==> src/rtl/mash11_dsm_if.sv <==
// Stream bundle for mash11_dsm: AXI-Stream style sample input with ready,
// valid-only modulator code output.
interface mash11_dsm_if #(
    parameter int WIDTH  = 16,
    parameter int DAC_BW = 4
);
    logic [WIDTH-1:0]  s_axis_data_tdata;
    logic              s_axis_data_tvalid;
    logic              s_axis_data_tready;
    logic [DAC_BW-1:0] m_axis_data_tdata;
    logic              m_axis_data_tvalid;

    // slave: the modulator side; master: the sample source / code sink side.
    modport slave (
        input  s_axis_data_tdata,
        input  s_axis_data_tvalid,
        output s_axis_data_tready,
        output m_axis_data_tdata,
        output m_axis_data_tvalid
    );

    modport master (
        output s_axis_data_tdata,
        output s_axis_data_tvalid,
        input  s_axis_data_tready,
        input  m_axis_data_tdata,
        input  m_axis_data_tvalid
    );
endinterface

==> src/rtl/mash11_dsm.sv <==
// Second-order MASH 1-1 delta-sigma modulator: WIDTH-bit signed PCM in, signed
// code in -1..+2 out, 1-cycle latency. Define MASH11_DITHER_EN for LFSR carry-in dither.
module mash11_dsm #(
    parameter int WIDTH  = 16,
    parameter int DAC_BW = 4    // must be >= 3 to hold -1..+2
) (
    input  logic            aclk,
    input  logic            arst,
    mash11_dsm_if.slave     io
);

    logic [WIDTH-1:0]  acc1_q, acc1_d;
    logic [WIDTH-1:0]  acc2_q, acc2_d;
    logic              c2_prev_q, c2_prev_d;
    logic [DAC_BW-1:0] code_q, code_d;
    logic              vld_q, vld_d;
    logic              rdy_q;

    logic              accept;
    logic              cin;
    logic [WIDTH-1:0]  u;
    logic [WIDTH:0]    sum1;
    logic [WIDTH:0]    sum2;
    logic [DAC_BW-1:0] y;

    assign accept = io.s_axis_data_tvalid & rdy_q;

    // Flipping the sign bit maps the signed range onto [0, 2^WIDTH).
    assign u = {~io.s_axis_data_tdata[WIDTH-1], io.s_axis_data_tdata[WIDTH-2:0]};

`ifdef MASH11_DITHER_EN
    logic [15:0] lfsr_q, lfsr_d;

    // Galois form of x^16+x^14+x^13+x^11+1, stepped once per accepted sample.
    always_comb begin
        lfsr_d = lfsr_q;
        if (accept) begin
            lfsr_d = lfsr_q[0] ? ((lfsr_q >> 1) ^ 16'hB400) : (lfsr_q >> 1);
        end
    end

    always_ff @(posedge aclk) begin
        if (arst) begin
            lfsr_q <= 16'hACE1;
        end else begin
            lfsr_q <= lfsr_d;
        end
    end

    assign cin = lfsr_q[0];
`else
    assign cin = 1'b0;
`endif

    always_comb begin
        sum1 = {1'b0, acc1_q} + {1'b0, u} + {{WIDTH{1'b0}}, cin};
        sum2 = {1'b0, acc2_q} + {1'b0, sum1[WIDTH-1:0]};
        // c1 + c2 - c2_prev; modular DAC_BW arithmetic yields the signed code directly.
        y    = {{(DAC_BW-1){1'b0}}, sum1[WIDTH]}
             + {{(DAC_BW-1){1'b0}}, sum2[WIDTH]}
             - {{(DAC_BW-1){1'b0}}, c2_prev_q};
    end

    always_comb begin
        acc1_d    = acc1_q;
        acc2_d    = acc2_q;
        c2_prev_d = c2_prev_q;
        code_d    = code_q;
        vld_d     = 1'b0;
        if (accept) begin
            acc1_d    = sum1[WIDTH-1:0];
            acc2_d    = sum2[WIDTH-1:0];
            c2_prev_d = sum2[WIDTH];
            code_d    = y;
            vld_d     = 1'b1;
        end
    end

    always_ff @(posedge aclk) begin
        if (arst) begin
            acc1_q    <= '0;
            acc2_q    <= '0;
            c2_prev_q <= 1'b0;
            code_q    <= '0;
            vld_q     <= 1'b0;
            rdy_q     <= 1'b0;
        end else begin
            acc1_q    <= acc1_d;
            acc2_q    <= acc2_d;
            c2_prev_q <= c2_prev_d;
            code_q    <= code_d;
            vld_q     <= vld_d;
            rdy_q     <= 1'b1;
        end
    end

    assign io.s_axis_data_tready = rdy_q;
    assign io.m_axis_data_tdata  = code_q;
    assign io.m_axis_data_tvalid = vld_q;

endmodule

==> src/flat_wrapper.sv <==
// flat-port wrapper written by rule: the top's interface ports become plain ports
module mash11_dsm_flat 
#(
    parameter int WIDTH  = 16,
    parameter int DAC_BW = 4                                  
)
  (aclk, arst, io_s_axis_data_tdata, io_s_axis_data_tvalid, io_s_axis_data_tready, io_m_axis_data_tdata, io_m_axis_data_tvalid);
  mash11_dsm_if #(.WIDTH(WIDTH), .DAC_BW(DAC_BW)) io_i ();
  input  logic aclk;
  input  logic arst;
  input wire logic [$bits(io_i.s_axis_data_tdata)-1:0] io_s_axis_data_tdata;
  input wire logic [$bits(io_i.s_axis_data_tvalid)-1:0] io_s_axis_data_tvalid;
  output wire logic [$bits(io_i.s_axis_data_tready)-1:0] io_s_axis_data_tready;
  output wire logic [$bits(io_i.m_axis_data_tdata)-1:0] io_m_axis_data_tdata;
  output wire logic [$bits(io_i.m_axis_data_tvalid)-1:0] io_m_axis_data_tvalid;
  assign io_i.s_axis_data_tdata = io_s_axis_data_tdata;
  assign io_i.s_axis_data_tvalid = io_s_axis_data_tvalid;
  assign io_s_axis_data_tready = io_i.s_axis_data_tready;
  assign io_m_axis_data_tdata = io_i.m_axis_data_tdata;
  assign io_m_axis_data_tvalid = io_i.m_axis_data_tvalid;
  mash11_dsm #(.WIDTH(WIDTH), .DAC_BW(DAC_BW)) u_core (.aclk(aclk), .arst(arst), .io(io_i));
endmodule
==> config.mk <==
export PLATFORM = sky130hd
export DESIGN_NAME = mash11_dsm_flat
export DESIGN_NICKNAME = d
export VERILOG_FILES = /design/src/rtl/mash11_dsm_if.sv /design/src/rtl/mash11_dsm.sv /design/src/flat_wrapper.sv
export SDC_FILE = /design/constraint.sdc
export NUM_CORES = 1
export LEC_CHECK = 0
export ABC_AREA = 1
export ABC_CLOCK_PERIOD_IN_PS = 3450
export CAP_MARGIN = 20
export CORE_MARGIN = 4
export CORE_UTILIZATION = 36
export CTS_CLUSTER_SIZE = 28
export DETAILED_ROUTE_END_ITERATION = 10
export HOLD_SLACK_MARGIN = 0.12
export PLACE_DENSITY = 0.62
export SLEW_MARGIN = 20
export SYNTH_ARGS = -nofsm -noshare
export SYNTH_HDL_FRONTEND = slang
export SYNTH_SLANG_ARGS = --single-unit
==> constraint.sdc <==
create_clock -name aclk -period 3.45 [get_ports aclk]
set_clock_uncertainty 0.05 [all_clocks]
set_input_delay 0.69 -clock aclk [delete_from_list [all_inputs] [get_ports aclk]]
set_output_delay 0.69 -clock aclk [all_outputs]
set_load 0.05 [all_outputs]
Word level (Yosys, flattened, before mapping)
Index checks and enable logic that the tools add are counted.
Widths: inputs -> output; s select.
{ "word_totals": {"register_bits": 39, "latch_bits": 0, "ram_bits": 0, "romBits": 0, "in_bits": 19, "out_inout_bits": 6, "n_memories": 0} }
{ "classes": {"n_addsub": 4, "multipliers": 0, "div_mod_pow": 0, "magnitude_cmp": 0, "eq_ne": 0, "n_shift": 0, "muxes": 2, "n_bitwise": 2, "n_reduce_logical": 0} }
{ "op_table": {"columns": ["cell", "n"], "rows": [
  ["$add 16x16->17", 2],
  ["$sub 4x1->4", 1],
  ["$add 1x1->2", 1],
  ["$mux 1", 2],
  ["$and 1x1->1", 1],
  ["$not 1->1", 1]
]} }

Logic depth before layout (Yosys ltp)
{ "depth": {"word_depth": 5, "depth_mapped": 24, "ltp_nobuf": 24} }

Worst setup path before layout
OpenSTA, ideal clock, no wires.
{ "synth_path": {"path_kind": "input to register", "from": "in io_s_axis_data_tdata[0]", "to": "reg u_core.code_q[2], in the netlist u_core.io.m_axis_data_tdata[2]", "t_arrival_ns": 3.447, "required_ns": 3.284, "path_slack_ns": -0.163, "cell_stages": 23, "n_path_buf": 0, "cell_sequence": "ha_1 > fa_1 > nand2_1 > nand2_1 > nand3_1 > nand2_1 > nand2_1 > nand2_1 > nand2_1 > nand2_1 > ha_1 > nand2_1 > nor2_1 > nor2_1 > nor2_1 > nor2_1 > nand2_1 > ha_1 > inv_1 > ha_1 > ha_1 > o21ai_0 > nor2_1"} }
{ "synth_via": {"elab_chain_len": 4} }
{ "synth_lines": {"columns": ["element", "line", "rtl"], "rows": [
  ["from (decl)", "flat_wrapper.sv:11", "input wire logic [$bits(io_i.s_axis_data_tdata)-1:0] io_s_axis_data_tdata;"],
  ["$add 16x16->17", "mash11_dsm.sv:56", "sum1 = {1'b0, acc1_q} + {1'b0, u} + {{WIDTH{1'b0}}, cin};"],
  ["via u_core.sum1[10]", "mash11_dsm.sv:22", "logic [WIDTH:0] sum1;"],
  ["$add 16x16->17", "mash11_dsm.sv:57", "sum2 = {1'b0, acc2_q} + {1'b0, sum1[WIDTH-1:0]};"],
  ["via u_core.sum2[16]", "mash11_dsm.sv:23", "logic [WIDTH:0] sum2;"],
  ["$add 1x1->2", "mash11_dsm.sv:60", "+ {{(DAC_BW-1){1'b0}}, sum2[WIDTH]}"],
  ["$sub 4x1->4", "mash11_dsm.sv:61", "- {{(DAC_BW-1){1'b0}}, c2_prev_q};"],
  ["via u_core.y[2]", "mash11_dsm.sv:24", "logic [DAC_BW-1:0] y;"],
  ["to (signal assigned)", "mash11_dsm.sv:91", "code_q <= code_d;"],
  ["to (decl)", "mash11_dsm.sv:15", "logic [DAC_BW-1:0] code_q, code_d;"]
]} }
The timed path passes the listed nets, and every way through them passes these cells.
A chain may end at the register's enable or synchronous reset.

Final worst setup path
{ "layout_path": {"from": "in io_s_axis_data_tdata[0]", "to": "reg u_core.code_q[1], in the netlist u_core.io.m_axis_data_tdata[1]"} }
{ "layout_via": {"elab_chain_len": 4} }
{ "layout_lines": {"columns": ["element", "line"], "rows": [
  ["$add 16x16->17", "mash11_dsm.sv:56"],
  ["via u_core.sum1[8]", "mash11_dsm.sv:22"],
  ["$add 16x16->17", "mash11_dsm.sv:57"],
  ["via u_core.sum2[16]", "mash11_dsm.sv:23"],
  ["$add 1x1->2", "mash11_dsm.sv:60"],
  ["$sub 4x1->4", "mash11_dsm.sv:61"]
]} }
The timed path passes the listed nets, and every way through them passes these cells.

==> flow_summary_export.csv <==
group,metric,value,unit
sta,finalSetupViolations,0,
grt,grt_pass1_wl,15.7,mm
final_layout,final_layout_size_suffix_gt1_frac,0.282,
routing,post_drt_wl_per_cell,11.6,um
routing,drc,0,
routing,drt_iter0_markers,143,
sta,fmax,301,MHz
setup_path,crit_type,"input port to register",
setup_path,crit_chain,"buf_2, ha_4, fa_2, nand2_1, nand2_1, and2_4, nand2_2, nand2_2, xnor2_2, inv_1, ha_2, nand2_1, nand2_1, inv_2, nor2_2, nor2_2, nor2_1, nor2_1, nand2_1, ha_1, inv_2, ha_4, ha_4, a21oi_2",
setup_path,reg2reg_from,"u_core.acc1_q[0]$_SDFFE_PP0P_",
synthesis,syn_inst,577,
synthesis,yosysWarnings,0,
synthesis,synth_top_family_by_area,"simple AND/OR/NAND/NOR gates",
synthesis,yosysTopAreaCellShare,0.222,
floorplan,die_h,105,um
routing,viasPerCell,4.52,
setup_path,r2r_cells,23,
synthesis,ys_seq_area_frac,0.222,
floorplan,core,0.00924,mm^2
placement,pre_cts_ws,-0.655,ns
synthesis,ys.flop_type,"dfxtp_1",
sta,fin_crit_sh,0.962,
clock_tree,cts_buffers,5,
placement,port_buffers,24,
sta,final.setup.worst_slack,0.131,ns
synthesis,synth_edf_count,0,
sta,timing.final.crit_period,3.32,ns
synthesis,yosys.area.top_type,"dfxtp_1",
synthesis,synthAdderAreaFrac,0.140,
clock_tree,cts_root_buf,"clkbuf_8",
sta,hold_slack,0.459,ns
outcome,status,"finished, final reports clean",
floorplan,die_x,105,um
final_layout,n_antenna_cell,0,
setup_path,crit_path_end_kind,"register",
final_layout,final_cell_area,0.00496,mm^2
final_layout,layout_common_cells,"nand2_1, inv_1, buf_4",
power,ir_drop,169,uV
grt,grt.total_usage,0.171,
routing,ant_nets,0,
placement,finalWeightedCongestion,0.865,
synthesis,synth_nets,633,
grt,grt_pass1_vias,3559,
min_path,hp-start,"u_core.acc2_q[0]$_SDFFE_PP0P_",
clock_tree,cts_tree,"done",
floorplan,pin_count,25,
synthesis,yosysUniqueCellTypes,30,
setup_path,path_max_fanout,3,
power,leakage,2.69,nW
clock_tree,htreeDepth,2,
synthesis,synth-xor-area-share,0.0304,
final_layout,fin_nets,735,
sta,tns,0,ns
final_layout,fillers,887,
min_path,min_delay_worst_endpoint,"u_core.acc2_q[0]$_SDFFE_PP0P_",
synthesis,synth_area_leaders,"dfxtp_1, nand2_1, ha_1",
clock_tree,cts_sinks,38,
setup_path,critPathBufInv,4,
setup_path,cp-start-kind,"input port",
floorplan,start_util,0.370,
routing,drtPass1Iterations,4,
synthesis,synth-seq-cells,38,
min_path,min_path_type,"register to register",
final_layout,syn_to_final_growth,44.9,%
synthesis,synth_simple_gate_area_frac,0.398,
clock_tree,clk_latency,0.30,ns
setup_path,critPathMaxStageDelay,0.33,ns
run,drv_cap,0,
synthesis,synthArstFlopShare,0,
floorplan,rows,35,
setup_path,r2r-end,"u_core.io.m_axis_data_tdata[1]$_SDFFE_PP0P_",
setup_path,critPathSlowestCell,"fa_2",
min_path,hold_path_depth,2,
power,p_per_area,378,mW/mm^2
setup_path,crit_family,"adder cells",
setup_path,cp.arrival,3.45,ns
sta,hold_viol,0,
synthesis,synth_compound_area_frac,0.0636,
sta,worst_slew_pin_slew,0.512,ns
final_layout,mostFrequentLayoutCell,"nand2_1",
synthesis,synth_area,0.00342,mm^2
clock_tree,clockBufferDepth,2,
setup_path,r2r_slack,0.28,ns
routing,vias,3657,
grt,antenna_found_initial,0,
routing,drt_wl_total,9.39,mm
power,p_total,1.88,mW
placement,hpwlAfterDp,6.88,mm
placement,dpl_cell_area,0.00435,mm^2
clock_tree,clk_pin_slew_worst_paths,0.09,ns
floorplan,die-area,0.0111,mm^2
grt,overflow,0,
setup_path,critPathRequiredTime,3.58,ns
grt,grt_max_degree,61,
sta,slew_violations,0,
synthesis,synthMuxAreaShare,0,
setup_path,cpMostUsedCell,"nand2_1",
synthesis,synth_area_per_cell,5.93,um^2
sta,relSlewSlack,0.657,
[where the power goes]
part / leakage [nW] / switching, mW / internal (mW)
registers: 0.314 / 0.0324 / 0.474
clock network: 0.0472 / 0.182 / 0.161
logic: 2.33 / 0.528 / 0.497
total: 2.69 / 0.742 / 1.13
[worst max path at each step]
stage / start / endpoint / cells after the start
3_5_place_dp: io_s_axis_data_tdata[12] / u_core.io.m_axis_data_tdata[1]$_SDFFE_PP0P_ / 20
6_report: io_s_axis_data_tdata[0] / u_core.io.m_axis_data_tdata[1]$_SDFFE_PP0P_ / 24
5_1_grt: io_s_axis_data_tdata[0] / u_core.io.m_axis_data_tdata[1]$_SDFFE_PP0P_ / 24
4_1_cts: io_s_axis_data_tdata[12] / u_core.io.m_axis_data_tdata[1]$_SDFFE_PP0P_ / 21
2_1_floorplan: io_s_axis_data_tdata[0] / u_core.io.m_axis_data_tdata[2]$_SDFFE_PP0P_ / 24
3_3_place_gp: io_s_axis_data_tdata[10] / u_core.io.m_axis_data_tdata[1]$_SDFFE_PP0P_ / 20
[timing repair]
| action | 4_1_cts | 5_1_grt |
|---|---|---|
| buffers inserted | 6 | 2 |
| setup endpoints to repair | 3 | 3 |
| pin swaps | 30 | 18 |
| gates cloned | 0 | 0 |
| hold buffers | 0 | 0 |
| gates resized for setup | 68 | 26 |
[area by class of cell]
class	instances	area, um^2	area share
clock buffers	6	82.6	0.0167
clock inverters	2	12.5	0.00252
inverters	115	432	0.0871
multi-input cells	412	2640	0.533
flip-flops and latches	38	761	0.153
well taps	129	161	0.0326
repair buffers	107	863	0.174
[Yosys cell counts, types with 2 or more instances]
| master | count |
|---|---|
| fa_1 | 2 |
| dfxtp_1 | 38 |
| nand2_2 | 11 |
| o21ai_1 | 3 |
| nor3_1 | 2 |
| xor2_1 | 7 |
| nand2_1 | 174 |
| nand4_1 | 3 |
| o21ai_0 | 14 |
| and2_4 | 2 |
| buf_2 | 5 |
| clkinv_1 | 3 |
| o211ai_1 | 3 |
| buf_4 | 2 |
| nand3_1 | 40 |
| clkbuf_1 | 4 |
| xnor2_1 | 3 |
| inv_1 | 104 |
| or2_1 | 3 |
| a21oi_1 | 17 |
| a21oi_2 | 2 |
| nor3_2 | 4 |
| nor2_1 | 82 |
| nand3b_1 | 2 |
| ha_1 | 35 |
| inv_2 | 8 |
[state kept, by name, summed over array words and instances, names as in the netlist]
signal,count
u_core.acc1_q,16
u_core.acc2_q,16
u_core.io.m_axis_data_tdata,3
u_core.c2_prev_q,1
u_core.io.m_axis_data_tvalid,1
u_core.io.s_axis_data_tready,1
[worst reg2reg max path: cells and delay by family (launching register included)]
kind,cells,cell delay [ns]
flip-flops,1,0.35
AO/OA/AOI/OAI,1,0.05
adder cells (fa/ha/maj),6,1.38
buffers and inverters,3,0.18
AND/OR/NAND/NOR,12,0.91
XOR/XNOR,1,0.15
[stage by stage]
stage	instances	utilization
3_5_place_dp	793	0.471
5_1_grt	809	0.536
6_report	809	0.536
2_1_floorplan	577	-
3_3_place_gp	793	0.471
4_1_cts	807	0.523
[kinds of logic (layout without fill, tap and decap cells)]
| kind of cell | after synthesis | count (layout) |
|---|---|---|
| AOI/OAI and AO/OA | 40 | 40 |
| and+or+nand+nor | 324 | 324 |
| xor gates and xnor gates | 11 | 11 |
| buffers and inverters | 127 | 230 |
| adders and majority gates | 37 | 37 |
| DFF | 38 | 38 |
[layer usage]
layer | global-route usage | wire [um]
met5 | 0 | 0
met4 | 0.0637 | 221
met3 | 0.0276 | 293
met2 | 0.297 | 4610
met1 | 0.211 | 4260
(Power assumes the default switching activity.)
